$ cat src/rtl/demux_capture8.sv
// demux_capture8: reassembles one frame from the eight outputs of an upstream
// 1:8 demux, and hands the frame to a consumer through a valid/ready output.
//
// Ports:
//   clk         rising-edge clock for all state
//   rst         synchronous active-high reset
//   y[7:0]      demultiplexed data from the upstream demux
//   e_in        upstream demux enable (one channel written this cycle)
//   s_in[2:0]   upstream demux channel select
//   out_ready   consumer accepts out_data when out_valid is also 1
//   clr_err     synchronous clear of the sticky error flags
//   out_data    last completed frame (bit k = channel k)
//   out_valid   out_data holds an unconsumed frame
//   fill_mask   channels already captured in the frame being collected
//   frame_cnt   frames accepted by the consumer, wraps at 256
//   err_ovf     sticky: completed frame dropped, output still occupied
//   err_dup     sticky: a channel was written twice within one frame
//   err_glitch  sticky: y had a bit set outside the selected channel
module demux_capture8 (
    input  logic       clk,
    input  logic       rst,
    input  logic [7:0] y,
    input  logic       e_in,
    input  logic [2:0] s_in,
    input  logic       out_ready,
    input  logic       clr_err,
    output logic [7:0] out_data,
    output logic       out_valid,
    output logic [7:0] fill_mask,
    output logic [7:0] frame_cnt,
    output logic       err_ovf,
    output logic       err_dup,
    output logic       err_glitch
);

    typedef enum logic {
        COLLECT = 1'b0,
        HOLD    = 1'b1
    } state_t;

    state_t     state_q;
    logic [7:0] shadow_q;
    logic [7:0] fill_q;
    logic [7:0] data_q;
    logic [7:0] cnt_q;
    logic       valid_q;
    logic       ovf_q;
    logic       dup_q;
    logic       glitch_q;

    logic [7:0] onehot;
    logic [7:0] shadow_d;
    logic [7:0] fill_d;
    logic       complete;
    logic       dup_ev;
    logic       glitch_ev;
    logic       ovf_ev;

    // Capture path. shadow_d already carries this edge's bit, so a frame
    // that completes on this edge is loaded from shadow_d, not shadow_q.
    always_comb begin
        onehot    = 8'd1 << s_in;
        shadow_d  = shadow_q;
        fill_d    = fill_q;
        complete  = 1'b0;
        dup_ev    = 1'b0;
        glitch_ev = 1'b0;
        if (e_in) begin
            shadow_d  = (shadow_q & ~onehot) | (y & onehot);
            dup_ev    = |(fill_q & onehot);
            glitch_ev = |(y & ~onehot);
            complete  = ((fill_q | onehot) == 8'hFF);
            fill_d    = complete ? 8'h00 : (fill_q | onehot);
        end
        ovf_ev = complete && (state_q == HOLD) && !out_ready;
    end

    always_ff @(posedge clk) begin
        if (rst) begin
            state_q  <= COLLECT;
            shadow_q <= 8'h00;
            fill_q   <= 8'h00;
            data_q   <= 8'h00;
            cnt_q    <= 8'h00;
            valid_q  <= 1'b0;
            ovf_q    <= 1'b0;
            dup_q    <= 1'b0;
            glitch_q <= 1'b0;
        end else begin
            shadow_q <= shadow_d;
            fill_q   <= fill_d;
            // A new error event wins over a simultaneous clear.
            ovf_q    <= (ovf_q & ~clr_err) | ovf_ev;
            dup_q    <= (dup_q & ~clr_err) | dup_ev;
            glitch_q <= (glitch_q & ~clr_err) | glitch_ev;
            unique case (state_q)
                COLLECT: begin
                    if (complete) begin
                        data_q  <= shadow_d;
                        valid_q <= 1'b1;
                        state_q <= HOLD;
                    end
                end
                HOLD: begin
                    // Without out_ready a completing frame is dropped
                    // (flagged through ovf_ev above).
                    if (out_ready) begin
                        cnt_q <= cnt_q + 8'd1;
                        if (complete) begin
                            data_q <= shadow_d;
                        end else begin
                            valid_q <= 1'b0;
                            state_q <= COLLECT;
                        end
                    end
                end
            endcase
        end
    end

    assign out_data   = data_q;
    assign out_valid  = valid_q;
    assign fill_mask  = fill_q;
    assign frame_cnt  = cnt_q;
    assign err_ovf    = ovf_q;
    assign err_dup    = dup_q;
    assign err_glitch = glitch_q;

endmodule

$ cat config.mk
export PLATFORM = sky130hd
export DESIGN_NAME = demux_capture8
export DESIGN_NICKNAME = d
export VERILOG_FILES = /design/src/rtl/demux_capture8.sv
export SDC_FILE = /design/constraint.sdc
export NUM_CORES = 1
export LEC_CHECK = 0
export ABC_AREA = 1
export CORE_AREA = 2 2 69 58
export CTS_CLUSTER_DIAMETER = 30
export DETAILED_ROUTE_END_ITERATION = 10
export DIE_AREA = 0 0 71 60
export GPL_TIMING_DRIVEN = 0
export PLACE_DENSITY = 0.89
export SYNTH_ARGS = -nofsm -noshare
export SYNTH_HDL_FRONTEND = slang
export SYNTH_SLANG_ARGS = --single-unit
$ cat constraint.sdc
create_clock -name clk -period 2.5 [get_ports clk]
set_input_delay 0.375 -clock clk [delete_from_list [all_inputs] [get_ports clk]]
set_output_delay 0.375 -clock clk [all_outputs]
set_load 0.02 [all_outputs]
==> flow_results.xml <==
<?xml version="1.0" encoding="UTF-8"?>
<metrics>
  <group name="status">
    <metric name="outcome" unit="">complete, no violations</metric>
  </group>
  <group name="routing">
    <metric name="post-route-drc-count" unit="">0</metric>
    <metric name="wire_per_inst" unit="um">11.76</metric>
    <metric name="via_count" unit="">1657</metric>
    <metric name="detail_route.first_pass.iterations" unit="">4</metric>
    <metric name="detail_route.iter0.violations" unit="">53</metric>
    <metric name="total_detailed_routing_wirelength" unit="mm">3.904</metric>
    <metric name="antenna_violating_nets_left" unit="">0</metric>
    <metric name="detail_route.vias_per_cell" unit="">4.991</metric>
  </group>
  <group name="worst_setup_path">
    <metric name="crit_family" unit="">simple AND/OR/NAND/NOR gates</metric>
    <metric name="crit_path_top_delay_cell" unit="">sky130_fd_sc_hd__clkdlybuf4s50_1</metric>
    <metric name="timing.setup.critical_path_class" unit="">in -&gt; reg</metric>
    <metric name="end_kind" unit="">flop</metric>
    <metric name="cp_data_arrival_time" unit="ns">1.88</metric>
    <metric name="crit_path_max_incr_delay" unit="ns">0.51</metric>
    <metric name="cp.buffers_inverters" unit="">2</metric>
    <metric name="worst_path_most_repeated_cell" unit="">sky130_fd_sc_hd__nand2_1</metric>
    <metric name="r2r_cells" unit="">8</metric>
    <metric name="reg2reg_slack" unit="ns">0.92</metric>
    <metric name="r2r-start" unit="">fill_mask[3]</metric>
    <metric name="critPathLaunchType" unit="">primary input</metric>
    <metric name="worst-path-max-fanout" unit="">6</metric>
    <metric name="timing.critical_path.cells" unit="">clkdlybuf4s50_1 -&gt; nand2_1 -&gt; inv_2 -&gt; nand2_1 -&gt; nor2_1 -&gt; nand2_1 -&gt; nor3_2 -&gt; nand3_1 -&gt; nand2_1 -&gt; nor2_1</metric>
    <metric name="worst_r2r_endpoint" unit="">out_valid</metric>
    <metric name="critical_path_required_time" unit="ns">2.66</metric>
  </group>
  <group name="clocking">
    <metric name="cts_stage_hold_buffer_count" unit="">0</metric>
    <metric name="postCtsSetupBuffers" unit="">0</metric>
    <metric name="number_of_clock_buffers_inserted_by_tritoncts" unit="">5</metric>
    <metric name="worstSkewPairLatency" unit="ns">0.29</metric>
    <metric name="clockRootBuffer" unit="">sky130_fd_sc_hd__clkbuf_8</metric>
    <metric name="clkSlewWorstSetupHoldPaths" unit="ns">0.07</metric>
    <metric name="tritoncts_clock_tree" unit="">done</metric>
    <metric name="clk_path_buf_depth" unit="">2</metric>
    <metric name="tritoncts_num_sinks" unit="">37</metric>
    <metric name="post_cts.resized_instances" unit="">0</metric>
    <metric name="htree_num_levels" unit="">2</metric>
  </group>
  <group name="final_layout">
    <metric name="fillerInstances" unit="">329</metric>
    <metric name="post-route-util" unit="">0.6352</metric>
    <metric name="insertedDiodeCount" unit="">0</metric>
    <metric name="seqCellArea" unit="um2">740.7</metric>
    <metric name="final_net_count" unit="">306</metric>
    <metric name="multi_input_comb_area" unit="um2">860.8</metric>
    <metric name="drive_above_1_share" unit="">0.1285</metric>
    <metric name="synthToLayoutAreaGrowth" unit="%">29.26</metric>
  </group>
  <group name="grt">
    <metric name="routing_usage_on_met3" unit="">0.05228</metric>
    <metric name="grt.met1_usage" unit="">0.2440</metric>
    <metric name="grt_pass1_wl" unit="mm">6.582</metric>
    <metric name="global_routing_usage_on_met2" unit="">0.3405</metric>
    <metric name="gr-total-overflow" unit="">0</metric>
    <metric name="largest_net_degree_at_the_start_of_global_routing" unit="">11</metric>
    <metric name="number_of_global_route_vias_before_repair" unit="">1529</metric>
    <metric name="antenna_found_initial" unit="">0</metric>
    <metric name="grt_use_total" unit="">0.2001</metric>
    <metric name="gr-max-usage-layer" unit="">met2</metric>
  </group>
  <group name="power_and_ir_drop">
    <metric name="register_share_of_total_power" unit="">0.525</metric>
    <metric name="total_leakage_power" unit="nW">0.9311</metric>
    <metric name="power.density_cell_area" unit="mW/mm2">499.6</metric>
    <metric name="netSwitchingPower" unit="mW">0.2797</metric>
    <metric name="power.clock.fraction" unit="">0.364</metric>
    <metric name="part_of_the_total_power_dissipated_in_combinational_logic" unit="">0.112</metric>
    <metric name="power.share.switching" unit="">0.2429</metric>
    <metric name="internal-power" unit="mW">0.8718</metric>
    <metric name="largest_vdd_supply_drop" unit="mV">0.3473</metric>
  </group>
  <group name="sta">
    <metric name="finalClockSkew" unit="ns">0.004179</metric>
    <metric name="max_clock_freq" unit="MHz">583.0</metric>
    <metric name="min_period" unit="ns">1.715</metric>
    <metric name="slew_headroom" unit="">0.6727</metric>
    <metric name="setup_viol" unit="">0</metric>
    <metric name="worst_slew_pin_slew" unit="ns">0.4909</metric>
    <metric name="timing.final.hold_violations" unit="">0</metric>
    <metric name="fin_tns_setup" unit="ns">0</metric>
    <metric name="unrepaired_setup_endpoints_after_global_routing" unit="">no</metric>
    <metric name="ratio_of_final_minimum_period_to_clock_period" unit="">0.6861</metric>
    <metric name="drv_slew" unit="">0</metric>
  </group>
  <group name="placement">
    <metric name="portBuffers" unit="">38</metric>
    <metric name="place.detailed.hpwl" unit="mm">3.068</metric>
    <metric name="gpl.final_weighted_congestion" unit="">0.8819</metric>
  </group>
  <group name="floorplan">
    <metric name="design.die.area" unit="mm2">0.004260</metric>
    <metric name="core-area" unit="mm2">0.003628</metric>
    <metric name="chip_width" unit="um">71</metric>
    <metric name="fp.dieH" unit="um">60</metric>
    <metric name="std_cell_rows" unit="">20</metric>
    <metric name="design.portCount" unit="">44</metric>
    <metric name="floorplan.initialDensity" unit="">0.4914</metric>
  </group>
  <group name="run">
    <metric name="max_cap_viol_count" unit="">0</metric>
  </group>
  <group name="synthesis">
    <metric name="yosys_warnings" unit="">0</metric>
    <metric name="synth.net_count" unit="">261</metric>
    <metric name="synth_sequential_area_ratio" unit="">0.4154</metric>
    <metric name="post_synthesis_area_per_instance" unit="um2">7.337</metric>
    <metric name="netlist_instances" unit="">243</metric>
    <metric name="synth.distinct_cells" unit="">27</metric>
    <metric name="synth_seq_cells" unit="">37</metric>
    <metric name="mappedNetlistArea" unit="mm2">0.001783</metric>
  </group>
  <group name="worst_hold_path">
    <metric name="hold_class" unit="">in -&gt; reg</metric>
    <metric name="hold_path_startpoint" unit="">rst</metric>
    <metric name="worstHoldEndpoint" unit="">err_dup</metric>
    <metric name="hold-path-cell-count" unit="">2</metric>
  </group>
</metrics>
through the flow:
step           setup slack, ns  hold WS [ns]  total power [mW]  area, um2  std cells
2_1_floorplan           0.8062        0.5256            0.6993       1783        243
3_3_place_gp            0.5855        0.4526            0.7434       2218        325
3_5_place_dp            0.5003        0.4572            0.7456       2218        325
5_1_grt                 0.6085        0.4463             1.203       2305        332
4_1_cts                 0.8054        0.4166             1.163       2305        332
6_report                0.7848        0.4215             1.151       2305        332
area by class of cell:
class | count | area share
buffer | 7 | 0.02226
clock buffer | 7 | 0.03746
inverter | 32 | 0.05646
multi-input combinational | 167 | 0.3735
sequential | 37 | 0.3214
tap | 44 | 0.02389
timing repair buffer | 38 | 0.1650
layer usage:
metal,vias up,share of wire
met5,-,0
met2,44,0.45
met4,0,0.014
met3,6,0.059
li1,862,-
met1,745,0.48
cells in the mapped netlist:
library cell,number,share of area
sky130_fd_sc_hd__dfxtp_1,37,0.42
sky130_fd_sc_hd__buf_2,2,0.0056
sky130_fd_sc_hd__inv_6,1,0.0049
sky130_fd_sc_hd__or2_2,3,0.011
sky130_fd_sc_hd__nand4_1,6,0.021
sky130_fd_sc_hd__nor3_2,1,0.0056
sky130_fd_sc_hd__nor2_1,40,0.084
sky130_fd_sc_hd__buf_6,3,0.019
sky130_fd_sc_hd__nand3_1,13,0.036
sky130_fd_sc_hd__a211oi_1,1,0.0042
sky130_fd_sc_hd__clkbuf_1,2,0.0042
sky130_fd_sc_hd__o21ai_0,13,0.036
sky130_fd_sc_hd__a21oi_1,15,0.042
sky130_fd_sc_hd__nand3_4,1,0.0098
sky130_fd_sc_hd__inv_4,2,0.0070
sky130_fd_sc_hd__nand2_1,49,0.10
sky130_fd_sc_hd__inv_2,1,0.0021
sky130_fd_sc_hd__nor3_1,1,0.0028
sky130_fd_sc_hd__nor2_8,2,0.022
sky130_fd_sc_hd__clkinv_1,1,0.0021
sky130_fd_sc_hd__inv_1,27,0.057
sky130_fd_sc_hd__ha_1,2,0.014
sky130_fd_sc_hd__nor2_4,3,0.019
sky130_fd_sc_hd__nor3b_1,1,0.0042
sky130_fd_sc_hd__o22ai_1,4,0.014
sky130_fd_sc_hd__nand3_2,5,0.028
sky130_fd_sc_hd__nand2_2,7,0.025
logic make-up after synthesis:
family,synth area share
simple gates,0.3719
flops,0.4154
buf+inv,0.1018
fa+ha+maj,0.01403
compound gates,0.09684
sequential cells by signal (all words and copies together), names as in the netlist, 8 cells and up:
name       cells
frame_cnt      8
out_data       8
shadow_q       8
fill_mask      8
cell usage in the layout (no fill, tap or decap), drive strengths merged:
master	instances
clkdlybuf4s50	38
inv	31
a21oi	15
nor2	45
buf	5
or2	3
nor3b	1
ha	2
nor3	2
clkbuf	9
nand4	6
o22ai	4
dfxtp	37
clkinv	1
o21ai	13
nand3	19
a211oi	1
nand2	56
power by group through the flow:
| stage | combinational, mW | clock, mW | sequential [mW] |
|---|---|---|---|
| floorplan | 0.0749 | 0 | 0.624 |
| global placement | 0.126 | 0 | 0.617 |
| detailed placement | 0.128 | 0 | 0.617 |
| CTS | 0.129 | 0.430 | 0.604 |
| global route | 0.141 | 0.458 | 0.605 |
| finish | 0.129 | 0.419 | 0.604 |
worst max path at each step:
stage / from / to / cells past startpoint
floorplan: s_in[0] / out_valid / 11
global placement: out_ready / frame_cnt[7] / 10
detailed placement: out_ready / frame_cnt[7] / 10
CTS: frame_cnt[3] / frame_cnt[3] / 1
global route: out_ready / frame_cnt[7] / 10
finish: out_ready / frame_cnt[7] / 10
Power figures use the tool's default switching activity.
